===== config.mk =====
export PLATFORM = sky130hd
export DESIGN_NAME = audio_route_fader
export DESIGN_NICKNAME = d
export VERILOG_FILES = /design/src/rtl/audio_route_fader.sv
export SDC_FILE = /design/constraint.sdc
export NUM_CORES = 2
export LEC_CHECK = 0
export BUFFER_PORTS_ARGS = -buffer_cell sky130_fd_sc_hd__buf_2
export CORE_MARGIN = 1.5
export CORE_UTILIZATION = 45
export DETAILED_ROUTE_END_ITERATION = 8
export GPL_ROUTABILITY_DRIVEN = 0
export PLACE_DENSITY_LB_ADDON = 0.3
export SLEW_MARGIN = 20
export SYNTH_ARGS = -nofsm -noshare
export SYNTH_HDL_FRONTEND = slang
export SYNTH_SLANG_ARGS = --single-unit

===== constraint.sdc =====
create_clock -name clk -period 6.4 [get_ports clk]
set_input_delay 0.32 -clock clk [delete_from_list [all_inputs] [get_ports clk]]
set_output_delay 0.32 -clock clk [all_outputs]
set_load 0.1 [all_outputs]

===== src/rtl/audio_route_fader.sv =====
// audio_route_fader: selects one of NUM_SRC multichannel PCM sources with frame-aligned gain-ramped switching.
// Optional build macro AUDIO_ROUTE_PEAK_EN adds per-channel peak magnitude tracking (peak_clr / peak_abs).
module audio_route_fader #(
    parameter int NUM_SRC = 4,
    parameter int NUM_CH  = 2,
    parameter int DATA_W  = 24,
    parameter int SEL_W   = 2
) (
    input  logic                             clk,
    input  logic                             reset_n,
    input  logic                             run,
    input  logic [SEL_W-1:0]                 select,
    input  logic [7:0]                       ramp_step,
    input  logic [NUM_SRC-1:0]               src_valid,
    input  logic [NUM_SRC*NUM_CH*DATA_W-1:0] src_data,
    output logic                             dout_valid,
    output logic [NUM_CH*DATA_W-1:0]         dout_data,
    output logic [SEL_W-1:0]                 active_sel,
    output logic                             switching
`ifdef AUDIO_ROUTE_PEAK_EN
    ,
    input  logic                             peak_clr,
    output logic [NUM_CH*(DATA_W-1)-1:0]     peak_abs
`endif
);

    localparam int          FW    = NUM_CH * DATA_W;
    localparam logic [16:0] UNITY = 17'h10000;

    typedef enum logic [1:0] {IDLE, PLAY, FADE_OUT, FADE_IN} state_t;

    state_t             r_state, w_next_state;
    logic [16:0]        r_gain, w_next_gain;
    logic [SEL_W-1:0]   r_active_sel, w_next_active;
    logic [SEL_W-1:0]   r_pending, w_next_pending;
    logic               r_switching;
    logic               r_s1_valid;
    logic [FW-1:0]      r_s1_data;
    logic [16:0]        r_s1_gain;
    logic               r_dout_valid;
    logic [FW-1:0]      r_dout_data;
    logic               w_acc;
    logic [FW-1:0]      w_frame;
    logic [16:0]        w_step, w_down, w_up;
    logic [17:0]        w_up_sum;
    logic               w_sel_ok, w_sel_new;
    logic [DATA_W+17:0] w_prod [NUM_CH];
    logic [FW-1:0]      w_scaled;

    // A zero step behaves as a full-scale step so a fade can never stall
    assign w_step    = (ramp_step == 8'd0) ? UNITY : {9'd0, ramp_step};
    assign w_down    = (r_gain > w_step) ? r_gain - w_step : 17'd0;
    assign w_up_sum  = {1'b0, r_gain} + {1'b0, w_step};
    assign w_up      = (w_up_sum >= {1'b0, UNITY}) ? UNITY : w_up_sum[16:0];
    assign w_sel_ok  = 32'(select) < NUM_SRC;
    assign w_sel_new = w_sel_ok && (select != r_active_sel);

    // Source mux, next state and gain update for the accepted frame
    always_comb begin
        w_next_state   = r_state;
        w_next_gain    = r_gain;
        w_next_active  = r_active_sel;
        w_next_pending = r_pending;
        w_acc          = 1'b0;
        w_frame        = '0;
        for (int s = 0; s < NUM_SRC; s++) begin
            if (SEL_W'(s) == r_active_sel) begin
                w_acc   = src_valid[s];
                w_frame = src_data[s*FW +: FW];
            end
        end
        case (r_state)
            IDLE: w_next_state = PLAY;
            PLAY: begin
                if (w_sel_new) begin
                    if (ramp_step == 8'd0) begin
                        if (w_acc) w_next_active = select;
                    end else begin
                        w_next_state   = FADE_OUT;
                        w_next_pending = select;
                    end
                end
            end
            FADE_OUT: begin
                if (w_acc) w_next_gain = w_down;
                if (w_sel_ok) w_next_pending = select;
                if (w_sel_ok && select == r_active_sel) begin
                    w_next_state = FADE_IN;
                end else if (w_acc && w_down == 17'd0) begin
                    w_next_state  = FADE_IN;
                    w_next_active = w_sel_ok ? select : r_pending;
                end
            end
            FADE_IN: begin
                if (w_acc) w_next_gain = w_up;
                if (w_sel_new) begin
                    w_next_state   = FADE_OUT;
                    w_next_pending = select;
                end else if (w_acc && w_up == UNITY) begin
                    w_next_state = PLAY;
                end
            end
            default: w_next_state = IDLE;
        endcase
    end

    // Control state register; run low parks in IDLE at unity gain and tracks the requested source
    always_ff @(posedge clk or negedge reset_n) begin
        if (!reset_n) begin
            r_state      <= IDLE;
            r_gain       <= UNITY;
            r_active_sel <= '0;
            r_pending    <= '0;
            r_switching  <= 1'b0;
        end else if (!run) begin
            r_state     <= IDLE;
            r_gain      <= UNITY;
            r_switching <= 1'b0;
            if (w_sel_ok) r_active_sel <= select;
        end else begin
            r_state      <= w_next_state;
            r_gain       <= w_next_gain;
            r_active_sel <= w_next_active;
            r_pending    <= w_next_pending;
            r_switching  <= (w_next_state == FADE_OUT) || (w_next_state == FADE_IN);
        end
    end

    // Signed sample times unsigned gain, arithmetic shift by 16 (floor)
    always_comb begin
        w_scaled = '0;
        for (int c = 0; c < NUM_CH; c++) begin
            w_prod[c] = {{18{r_s1_data[c*DATA_W+DATA_W-1]}}, r_s1_data[c*DATA_W +: DATA_W]}
                      * {{(DATA_W+1){1'b0}}, r_s1_gain};
            w_scaled[c*DATA_W +: DATA_W] = w_prod[c][DATA_W+15:16];
        end
    end

    // Two-stage datapath: capture frame with post-update gain, then register scaled output
    always_ff @(posedge clk or negedge reset_n) begin
        if (!reset_n) begin
            r_s1_valid   <= 1'b0;
            r_s1_data    <= '0;
            r_s1_gain    <= UNITY;
            r_dout_valid <= 1'b0;
            r_dout_data  <= '0;
        end else if (!run) begin
            r_s1_valid   <= 1'b0;
            r_dout_valid <= 1'b0;
            r_dout_data  <= '0;
        end else begin
            r_s1_valid   <= w_acc;
            r_dout_valid <= r_s1_valid;
            if (w_acc) begin
                r_s1_data <= w_frame;
                r_s1_gain <= w_next_gain;
            end
            if (r_s1_valid) r_dout_data <= w_scaled;
        end
    end

    assign dout_valid = r_dout_valid;
    assign dout_data  = r_dout_data;
    assign active_sel = r_active_sel;
    assign switching  = r_switching;

`ifdef AUDIO_ROUTE_PEAK_EN
    logic [NUM_CH*(DATA_W-1)-1:0] r_peak, w_peak_next;
    logic [DATA_W-1:0]            w_pk_smp [NUM_CH];
    logic [DATA_W-1:0]            w_pk_neg [NUM_CH];
    logic [DATA_W-2:0]            w_pk_abs [NUM_CH];

    // Per-channel magnitude of the output frame; the most negative code saturates
    always_comb begin
        w_peak_next = r_peak;
        for (int c = 0; c < NUM_CH; c++) begin
            w_pk_smp[c] = r_dout_data[c*DATA_W +: DATA_W];
            w_pk_neg[c] = -w_pk_smp[c];
            w_pk_abs[c] = !w_pk_smp[c][DATA_W-1] ? w_pk_smp[c][DATA_W-2:0]
                        : (w_pk_neg[c][DATA_W-1] ? '1 : w_pk_neg[c][DATA_W-2:0]);
            if (w_pk_abs[c] > r_peak[c*(DATA_W-1) +: DATA_W-1])
                w_peak_next[c*(DATA_W-1) +: DATA_W-1] = w_pk_abs[c];
        end
    end

    // Peak hold register; clear takes priority over a same-cycle update
    always_ff @(posedge clk or negedge reset_n) begin
        if (!reset_n)          r_peak <= '0;
        else if (peak_clr)     r_peak <= '0;
        else if (r_dout_valid) r_peak <= w_peak_next;
    end

    assign peak_abs = r_peak;
`endif

endmodule


==> flow_summary.toml <==
[worst_setup_path]
r2r_start = "r_s1_gain[6]$_DFFE_PN0P_"
rrSetupSlack_ns = 0.01
critPathLaunch = "r_s1_gain[6]$_DFFE_PN0P_"
crit_type = "flip-flop to flip-flop"
crit_path_start_kind = "flip-flop"
cpMaxStageDelayCell = "fa_1"
r2r-end = "dout_data[47]$_DFFE_PN0P_"
critPathCaptureType = "flip-flop"
arrival_ns = 6.74
crit_path_frequent_cell = "fa_1"
required_ns = 6.75
r2r_cells = 24
endpoint = "dout_data[47]$_DFFE_PN0P_"
crit_fanout = 7
crit_chain = "buf_12, buf_12, and2_4, fa_1, inv_2, fa_1, fa_1, inv_2, fa_1, fa_1, inv_1, fa_1, inv_2, ha_4, a21oi_4, o21ai_4, o211ai_1, o211ai_1, a2111oi_4, buf_4, a21oi_4, a311oi_2, xnor2_1, a21oi_1"
cp_slowest_stage_delay_ns = 0.52

[die]
die_h_um = 285
core_area_sq_um = 78900
start_util_pct = 45.3
die_area_sq_um = 81200
die_w_um = 285
ios = 261
rows = 103

[synthesis]
yosys.area_share.simple_pct = 16.5
synthMostInstantiatedCell = "inv_1"
synth_flop_cell = "dfrtp_1"
synth_top_area_cell = "fa_1"
avgSynthCellArea_sq_um = 9.03
yosys_register_bits = 137
yosysSeqAreaShare_pct = 9.59
ys_warn_count = 0
synthAdderAreaFrac_pct = 50.8
muxShareOfSynthArea_pct = 3.79
synth_compound_area_share_pct = 5.37
syn-cell-area_sq_um = 35800
yosys-top-cells-area = "fa_1 (43%), inv_1 (9.6%), dfrtp_1 (9.4%)"
synth.top_cell.area_share_pct = 43.4
yosysUniqueCellTypes = 78
synth_top_family_by_area = "adder cells"
async_flop_share_pct = 100
synth_commonest_cells = "inv_1 (914), fa_1 (776), nand2_1 (727), and2_1 (337), ha_1 (210)"
synth_edf_count = 0
netlist_instances = 3960
synth_nets = 5155
post_synth_xor_area_fraction_pct = 2.03

[drt]
routed_wl_um = 96200
drt_iter0_markers = 1513
drtAntennaViolNets = 0
dr.pass1.iters = 7
viasPerCell = 5.08
routedWlPerCell_um = 17.6
drc = 0
vias = 27839

[global_route]
grt_use_total_pct = 24.7
grtUsageMet1_pct = 32.7
grt_pass1_vias = 29936
use_met3_pct = 3.24
grt_busiest_layer = "met2"
grt_max_degree = 56
globalRouteOverflowTotal = 0
grt_pass1_wl_um = 157000
antenna_found_initial = 5
use_met2_pct = 42.0

[clock_tree]
clk_pin_slew_worst_paths_ns = 0.07
cts_max_path_buffers = 2
cts_tree = "built"
cts_root_buffer = "clkbuf_16"
clk_latency_ns = 0.51
numClockSinks = 137
htreeDepth = 4
numCtsBuffers = 17

[timing]
setup_viol = 0
rsz0062_at_grt = "yes"
final.min_clock_period_ns = 6.39
slew_violations = 0
slew_headroom_pct = 30.7
holdWs_ns = 0.0786
skew_ns = 0.0159
fmax_mhz = 156
fin_crit_sh_pct = 99.8
hold_violations = 0
tightestPinTransition_ns = 1.04

[finish]
drive_gt1_share_pct = 20.4
fillerInstances = 7259
syn_to_final_growth_pct = 18.4
fin_nets = 5608

[placed_design]
io_buffers = 260
hpwl_um = 79500

[flow_run]
cap_violations = 0

[outcome]
outcome = "complete, no violations"

[min_path]
min-delay-path-class = "input pin to flip-flop"
-- logic make-up after synthesis --
group,Yosys count
AND/OR/NAND/NOR,1249
buffers and inverters,1132
adder cells (fa/ha/maj),986
AO/OA/AOI/OAI,299
flip-flops,137
XOR/XNOR,83
multiplexers,74
-- metrics by stage --
stage	setup slack (ns)	TNS (ns)	utilization, %	area (sq um)	instances
floorplan	0.0383	0	-	35800	3960
detailed placement	-0.452	-3.57	51.6	40700	5424
CTS	0.000627	0	52.9	41700	5470
global placement	-0.373	-2.25	51.6	40700	5424
global route	-0.246	-1.27	53.7	42400	5476
finish	0.0101	0	53.7	42400	5477
-- worst min-delay path by stage --
| stage | start | end | slack, ns | cells past startpoint |
|---|---|---|---|---|
| after floorplan | reset_n | active_sel[0]$_DFFE_PN0P_ | 0.02 | 0 |
| after global placement | reset_n | dout_valid$_DFF_PN0_ | 0.34 | 1 |
| after detailed placement | reset_n | dout_valid$_DFF_PN0_ | 0.34 | 1 |
| after CTS | select[0] | active_sel[0]$_DFFE_PN0P_ | 0.05 | 2 |
| after global routing | select[0] | active_sel[0]$_DFFE_PN0P_ | 0.08 | 2 |
| final | select[0] | active_sel[0]$_DFFE_PN0P_ | 0.08 | 2 |
-- repair_timing --
| item | 4_1_cts | 5_1_grt |
|---|---|---|
| hold buffers | 1 | 0 |
| endpoints found under the setup margin | 18 | 40 |
| cloned | 1 | 0 |
| buffers inserted | 12 | 8 |
| gates resized for setup | 56 | 151 |
| pin swaps | 27 | 108 |
| hold endpoints to repair | 53 | 0 |
-- layout make-up --
| type | instances | area (sq um) | area share [%] |
|---|---|---|---|
| flip-flops and latches | 137 | 3440 | 8.13 |
| well taps | 1050 | 1310 | 3.10 |
| clock inverters | 14 | 150 | 0.354 |
| diodes | 1 | 2.50 | 0.00591 |
| multi-input cells | 2691 | 28900 | 68.2 |
| inverters | 915 | 3430 | 8.11 |
| clock buffers | 18 | 429 | 1.01 |
| repair buffers | 651 | 4700 | 11.1 |
-- worst max-delay path, delay by kind of cell, from the launching register on --
family	cells	cell delay (ns)
adders and majority gates	7	3.23
xor gates and xnor gates	1	0.19
buffers and inverters	7	0.66
DFF	1	0.45
AOI/OAI and AO/OA	8	1.55
and+or+nand+nor	1	0.15
-- registers in the layout, summed over array words and instances, names as in the netlist --
| name | flops |
|---|---|
| active_sel | 2 |
| dout_valid | 1 |
| r_state | 2 |
| r_s1_gain | 17 |
| r_s1_data | 48 |
| r_gain | 17 |
| r_s1_valid | 1 |
| dout_data | 48 |
| switching | 1 |
-- metal layers --
layer | vias to the layer above | part of all wire, %
li1 | 12636 | -
met1 | 14302 | 42
met2 | 746 | 49
met3 | 151 | 4.9
met4 | 4 | 3.3
met5 | - | 0.032
-- cells in the final DEF (no fill, tap or decap), types with 8 or more instances in the layout --
cell and count:
o21a_1 15, nand2_1 721, nand2b_1 9, inv_2 16, nand3_1 19, dfrtp_1 128
o211ai_1 11, fa_1 748, nor2_1 47, a21oi_2 13, buf_12 31, inv_1 898
mux2i_1 18, a21o_1 15, nor2b_1 26, o21bai_1 10, a31oi_1 8, o21ai_0 67
fa_2 28, mux4_2 48, ha_4 15, o21ai_1 13, buf_6 19, buf_4 341
a21boi_0 12, nand4_1 9, a21oi_1 48, xnor2_1 55, nor3_1 13, clkbuf_16 17
and2_1 330, buf_2 259, ha_1 194, xor2_1 28, and2_4 8
Power is left out: the tool's default activity adds up to more than one toggle a clock period on the data nets, which glitch-free logic cannot reach.
